<file path="src/rtl/led_ctrl_pkg.sv">
// Shared control definitions for the LED round sequencer family.
// Provides the sequencer state type, the round-constant seed, round counts
// for LED-64/LED-128 and the round-constant LFSR update rule.
package led_ctrl_pkg;

  typedef enum logic [1:0] {
    StIdle,
    StLoad,
    StRun,
    StDone
  } state_e;

  localparam logic [5:0] RC_INIT = 6'h01;

  localparam int unsigned LED128_ROUNDS   = 48;
  localparam int unsigned LED64_ROUNDS    = 32;
  localparam int unsigned ROUNDS_PER_STEP = 4;

  // 6-bit XNOR LFSR step: shift left, feed back rc[5] ~^ rc[4].
  function automatic logic [5:0] rc_next(input logic [5:0] rc);
    return {rc[4:0], rc[5] ~^ rc[4]};
  endfunction

endpackage

</file>
<file path="src/rtl/led_rc_lfsr.sv">
// Round-constant generator for the LED round datapath.
// Ports:
//   clk - clock
//   rst - synchronous active-high reset, loads RC_INIT
//   clr - reload RC_INIT on the next edge (takes priority over en)
//   en  - advance the LFSR by one round
//   rc  - current 6-bit round constant
module led_rc_lfsr
  import led_ctrl_pkg::*;
(
  input  logic       clk,
  input  logic       rst,
  input  logic       clr,
  input  logic       en,
  output logic [5:0] rc
);

  logic [5:0] rc_d, rc_q;

  always_comb begin
    rc_d = rc_q;
    if (clr) begin
      rc_d = RC_INIT;
    end else if (en) begin
      rc_d = rc_next(rc_q);
    end
  end

  always_ff @(posedge clk) begin
    if (rst) begin
      rc_q <= RC_INIT;
    end else begin
      rc_q <= rc_d;
    end
  end

  assign rc = rc_q;

endmodule

</file>
<file path="src/rtl/led_masked_round_sequencer.sv">
// Start/done sequencer for the masked LED-128 round datapath.
// Accepts one request, then steps the S-box pipeline one stage per accepted
// PRNG transfer, producing round enable, round constant and key-addition
// controls. Stalls while the PRNG has no fresh mask bits.
// Ports:
//   clk, rst            - clock, synchronous active-high reset
//   start               - request, sampled only when idle
//   rand_valid          - PRNG has fresh mask bits for the current stage
//   rand_ready          - sequencer consumes mask bits (high throughout RUN)
//   round_en            - datapath advance, one per accepted stage
//   rc                  - round constant of the current round
//   add_key, sel_key    - add a key half this cycle; 0 = K1, 1 = K2
//   busy                - high from LOAD through DONE
//   done                - one-cycle pulse, ciphertext valid
module led_masked_round_sequencer #(
  parameter int unsigned SBOX_STAGES     = 3,
  parameter int unsigned ROUNDS          = led_ctrl_pkg::LED128_ROUNDS,
  parameter int unsigned ROUNDS_PER_STEP = led_ctrl_pkg::ROUNDS_PER_STEP
) (
  input  logic       clk,
  input  logic       rst,
  input  logic       start,
  input  logic       rand_valid,
  output logic       rand_ready,
  output logic       round_en,
  output logic [5:0] rc,
  output logic       add_key,
  output logic       sel_key,
  output logic       busy,
  output logic       done
);

  import led_ctrl_pkg::*;

  localparam int unsigned StageW = (SBOX_STAGES > 1) ? $clog2(SBOX_STAGES) : 1;
  localparam int unsigned RoundW = $clog2(ROUNDS + 1);
  localparam int unsigned StepW  = $clog2(ROUNDS / ROUNDS_PER_STEP + 1);

  localparam logic [StageW-1:0] StageLast = StageW'(SBOX_STAGES - 1);
  localparam logic [RoundW-1:0] RoundLast = RoundW'(ROUNDS - 1);

  if (ROUNDS % ROUNDS_PER_STEP != 0) begin : g_bad_rounds
    $error("ROUNDS must be a multiple of ROUNDS_PER_STEP");
  end

  state_e              state_d, state_q;
  logic [StageW-1:0]   stage_d, stage_q;
  logic [RoundW-1:0]   round_d, round_q;
  logic [StepW-1:0]    step_d, step_q;
  logic [RoundW-1:0]   round_inc;
  logic                step_hit;
  logic                rc_en;
  logic                rc_clr;

  assign round_inc = round_q + RoundW'(1);
  assign step_hit  = (32'(round_inc) % ROUNDS_PER_STEP) == 32'd0;

  always_comb begin
    state_d    = state_q;
    stage_d    = stage_q;
    round_d    = round_q;
    step_d     = step_q;
    rand_ready = 1'b0;
    round_en   = 1'b0;
    add_key    = 1'b0;
    sel_key    = 1'b0;
    busy       = 1'b0;
    done       = 1'b0;
    rc_en      = 1'b0;
    unique case (state_q)
      StIdle: begin
        if (start) state_d = StLoad;
      end
      StLoad: begin
        // Initial whitening with K1.
        busy    = 1'b1;
        add_key = 1'b1;
        stage_d = '0;
        round_d = '0;
        step_d  = '0;
        state_d = StRun;
      end
      StRun: begin
        busy       = 1'b1;
        rand_ready = 1'b1;
        if (rand_valid) begin
          round_en = 1'b1;
          if (stage_q == StageLast) begin
            stage_d = '0;
            round_d = round_inc;
            rc_en   = 1'b1;
            if (step_hit) begin
              step_d  = step_q + StepW'(1);
              add_key = 1'b1;
              // (step+1) & 1: odd steps use K2.
              sel_key = ~step_q[0];
            end
            if (round_q == RoundLast) state_d = StDone;
          end else begin
            stage_d = stage_q + StageW'(1);
          end
        end
      end
      StDone: begin
        busy    = 1'b1;
        done    = 1'b1;
        state_d = StIdle;
      end
    endcase
  end

  // Hold the seed outside RUN so LOAD and the first round see RC_INIT even
  // after a completed run.
  assign rc_clr = (state_q != StRun);

  led_rc_lfsr u_rc_lfsr (
    .clk (clk),
    .rst (rst),
    .clr (rc_clr),
    .en  (rc_en),
    .rc  (rc)
  );

  always_ff @(posedge clk) begin
    if (rst) begin
      state_q <= StIdle;
      stage_q <= '0;
      round_q <= '0;
      step_q  <= '0;
    end else begin
      state_q <= state_d;
      stage_q <= stage_d;
      round_q <= round_d;
      step_q  <= step_d;
    end
  end

endmodule

</file>
<file path="config.mk">
export PLATFORM = sky130hd
export DESIGN_NAME = led_masked_round_sequencer
export DESIGN_NICKNAME = d
export VERILOG_FILES = /design/src/rtl/led_ctrl_pkg.sv /design/src/rtl/led_rc_lfsr.sv /design/src/rtl/led_masked_round_sequencer.sv
export SDC_FILE = /design/constraint.sdc
export NUM_CORES = 1
export LEC_CHECK = 0
export BUFFER_PORTS_ARGS = -buffer_cell sky130_fd_sc_hd__buf_2
export CAP_MARGIN = 20
export CORE_UTILIZATION = 35
export CTS_CLUSTER_DIAMETER = 50
export CTS_CLUSTER_SIZE = 24
export DETAILED_ROUTE_END_ITERATION = 16
export REMOVE_ABC_BUFFERS = 1
export SYNTH_ARGS = -nofsm -noshare
export SYNTH_HDL_FRONTEND = slang
export SYNTH_SLANG_ARGS = --single-unit
</file>
<file path="constraint.sdc">
create_clock -name clk -period 2.6 [get_ports clk]
set_clock_uncertainty 0.2 [all_clocks]
set_input_delay 0.39 -clock clk [delete_from_list [all_inputs] [get_ports clk]]
set_output_delay 0.39 -clock clk [all_outputs]
set_load 0.005 [all_outputs]
</file>
==> flow_summary.yaml <==
setup_path:
  regToRegStartpoint: "state_q[0]"
  crit_arrival_ns: 1.78
  cp_max_fo: 8
  cp.required_ns: 2.01
  end_kind: "primary output"
  worstSetupPathType: "register to primary output"
  setup.worst_path.start: "state_q[0]"
  cp-start-kind: "register"
timing:
  rsz0062_at_grt: "no"
  slew_viol_final: 0
  finalCritPeriodShare: 0.9108
  relSlewSlack: 0.7632
  fin_setup_tns_ns: 0
  finalHoldViolCount: 0
  setup_slack_ns: 0.2320
  whs_ns: 0.1889
  setup_viol: 0
  fmax_mhz: 422.3
  fin_crit_ns: 2.368
  max_slew.worst_pin.slew_ns: 0.3515
clocking:
  numCtsBuffers: 3
  numClockSinks: 17
  path_clk_slew_ns: 0.09
  clock_latency_ns: 0.28
  cts_root_buf: "clkbuf_4"
  h-tree-depth: 1
  post_cts_buffers: 0
  ctsHoldBuffers: 0
  cts_tree: "done"
  ctsResizeCount: 0
  cts_buffer_depth: 2
synth:
  synth_top_cell_area_share: 0.4115
  syn_area_sq_um: 827.0
  seq_area_frac_synth: 0.4115
  syn_avg_cell_area_sq_um: 8.526
  synth.distinct_cells: 28
  synth-seq-cells: 17
  synth_edf_count: 0
  synth.top_cells.by_count: "dfxtp_1 (17), nor2_1 (10), a21oi_1 (9), inv_1 (8)"
  ys_async_sr_fraction: 0
  synthFlopType: "dfxtp_1"
  ys_warn_count: 0
  synthMostInstantiatedCell: "dfxtp_1"
  synth_top_cell_by_area: "dfxtp_1"
  ys_top_cells_by_area: "dfxtp_1 (41%), ha_1 (9.1%), a21oi_1 (5.4%)"
  syn_inst: 97
route:
  vias: 717
  drt_iter0_markers: 10
  viasPerCell: 5.049
  drc: 0
  first_pass_iters: 4
  finalWirelength_um: 1650
  post_drt_wl_per_cell_um: 11.62
  antenna_left: 0
floorplanning:
  dieHeight_um: 50.61
  io_pins: 16
  initial_utilization: 0.3739
  die_area_sq_um: 2561
  die_width_um: 50.61
  core_area_sq_um: 2212
  rows: 17
placed_design:
  io_buffers: 15
  hpwl_um: 1264
  routabilityCongestion: 0.7537
  dpl_worst_slack_ns: 0.5425
grt:
  antenna_found_initial: 0
  track_usage: 0.1536
  gr-total-overflow: 0
  grt_pass1_vias: 677
  grt_pass1_wl_um: 2953
  grt_start_max_net_pins: 10
power_and_ir_drop:
  p_leak_uw: 0.0003956
  peakVddDrop_mv: 0.4831
  power.density_nw_per_um2: 732.2
run:
  cap_viol_max_count: 0
min_path:
  min_from: "rst"
  hp-class: "primary input to register"
finish:
  n_antenna_cell: 0
  syn_to_final_growth_pct: 15.73
  layout-drive-gt1-share: 0.1930
  final_util: 0.4327
  nets: 125
outcome:
  status: "finished, final reports clean"
-- cell usage in the layout (no fill, tap or decap), types with 2 or more instances in the layout --
| master | n |
|---|---|
| nand2_1 | 7 |
| buf_2 | 15 |
| xnor2_1 | 3 |
| nand2b_1 | 2 |
| nor2_1 | 10 |
| clkbuf_4 | 3 |
| dfxtp_1 | 17 |
| or3_1 | 2 |
| o22ai_1 | 5 |
| a21oi_1 | 9 |
| ha_1 | 6 |
| inv_1 | 8 |
| a21o_1 | 2 |
| a211oi_1 | 3 |
| nand3_1 | 7 |
-- sequential cells by signal, summed over array words and instances, names as in the netlist --
name and count:
u_rc_lfsr.rc 6, state_q 2, round_q 6, step_q 1, stage_q 2
-- layer usage --
layer,wire length [um],vias to the layer above,global-route usage
met3,62,2,0.06364
met4,13,0,0.02778
li1,-,374,-
met1,802,328,0.1857
met5,0,-,0
met2,771,13,0.2556
-- power by group --
| group | internal [uW] | switching, uW | leakage [uW] |
|---|---|---|---|
| clock network | 59.5 | 75.5 | 0.0000150 |
| logic | 99.3 | 167 | 0.000243 |
| registers | 279 | 20.5 | 0.000137 |
-- area by class of cell --
class / count / area, sq um
fill: 240 / 1255
sequential: 17 / 340.3
multi-input combinational: 69 / 442.9
timing repair buffer: 16 / 82.58
inverter: 8 / 30.03
clock buffer: 4 / 26.28
tap: 28 / 35.03
-- critical path: stages (launching register included) --
cell,delay (ns)
dfxtp_1,0.35
inv_1,0.09
ha_1,0.16
and4b_1,0.35
nand2_1,0.11
or2_2,0.29
inv_1,0.05
buf_2,0.10
-- stage by stage --
step | cells | cell area (sq um) | power, uW
floorplan | 94 | 813.3 | 487.4
global placement | 138 | 930.9 | 570.3
detailed placement | 138 | 930.9 | 570.3
CTS | 142 | 957.2 | 710.5
global route | 142 | 957.2 | 766.8
finish | 142 | 957.2 | 700.9
-- cell families after synthesis --
group,Yosys count,share of synthesized area
XOR/XNOR,4,0.04237
adder cells (fa/ha/maj),6,0.09077
buffers and inverters,11,0.05295
flip-flops,17,0.4115
AO/OA/AOI/OAI,25,0.1952
AND/OR/NAND/NOR,34,0.2073
-- path summary, 6_finish.rpt --
check | end | slack, ns | depth (start not counted)
hold / removal | stage_q[0] | 0.19 | 2
setup / recovery | sel_key | 0.23 | 7
setup reg to reg | round_q[5] | 0.54 | 7
hold reg to reg | step_q[0] | 0.28 | 2
Power figures use the tool's default switching activity.
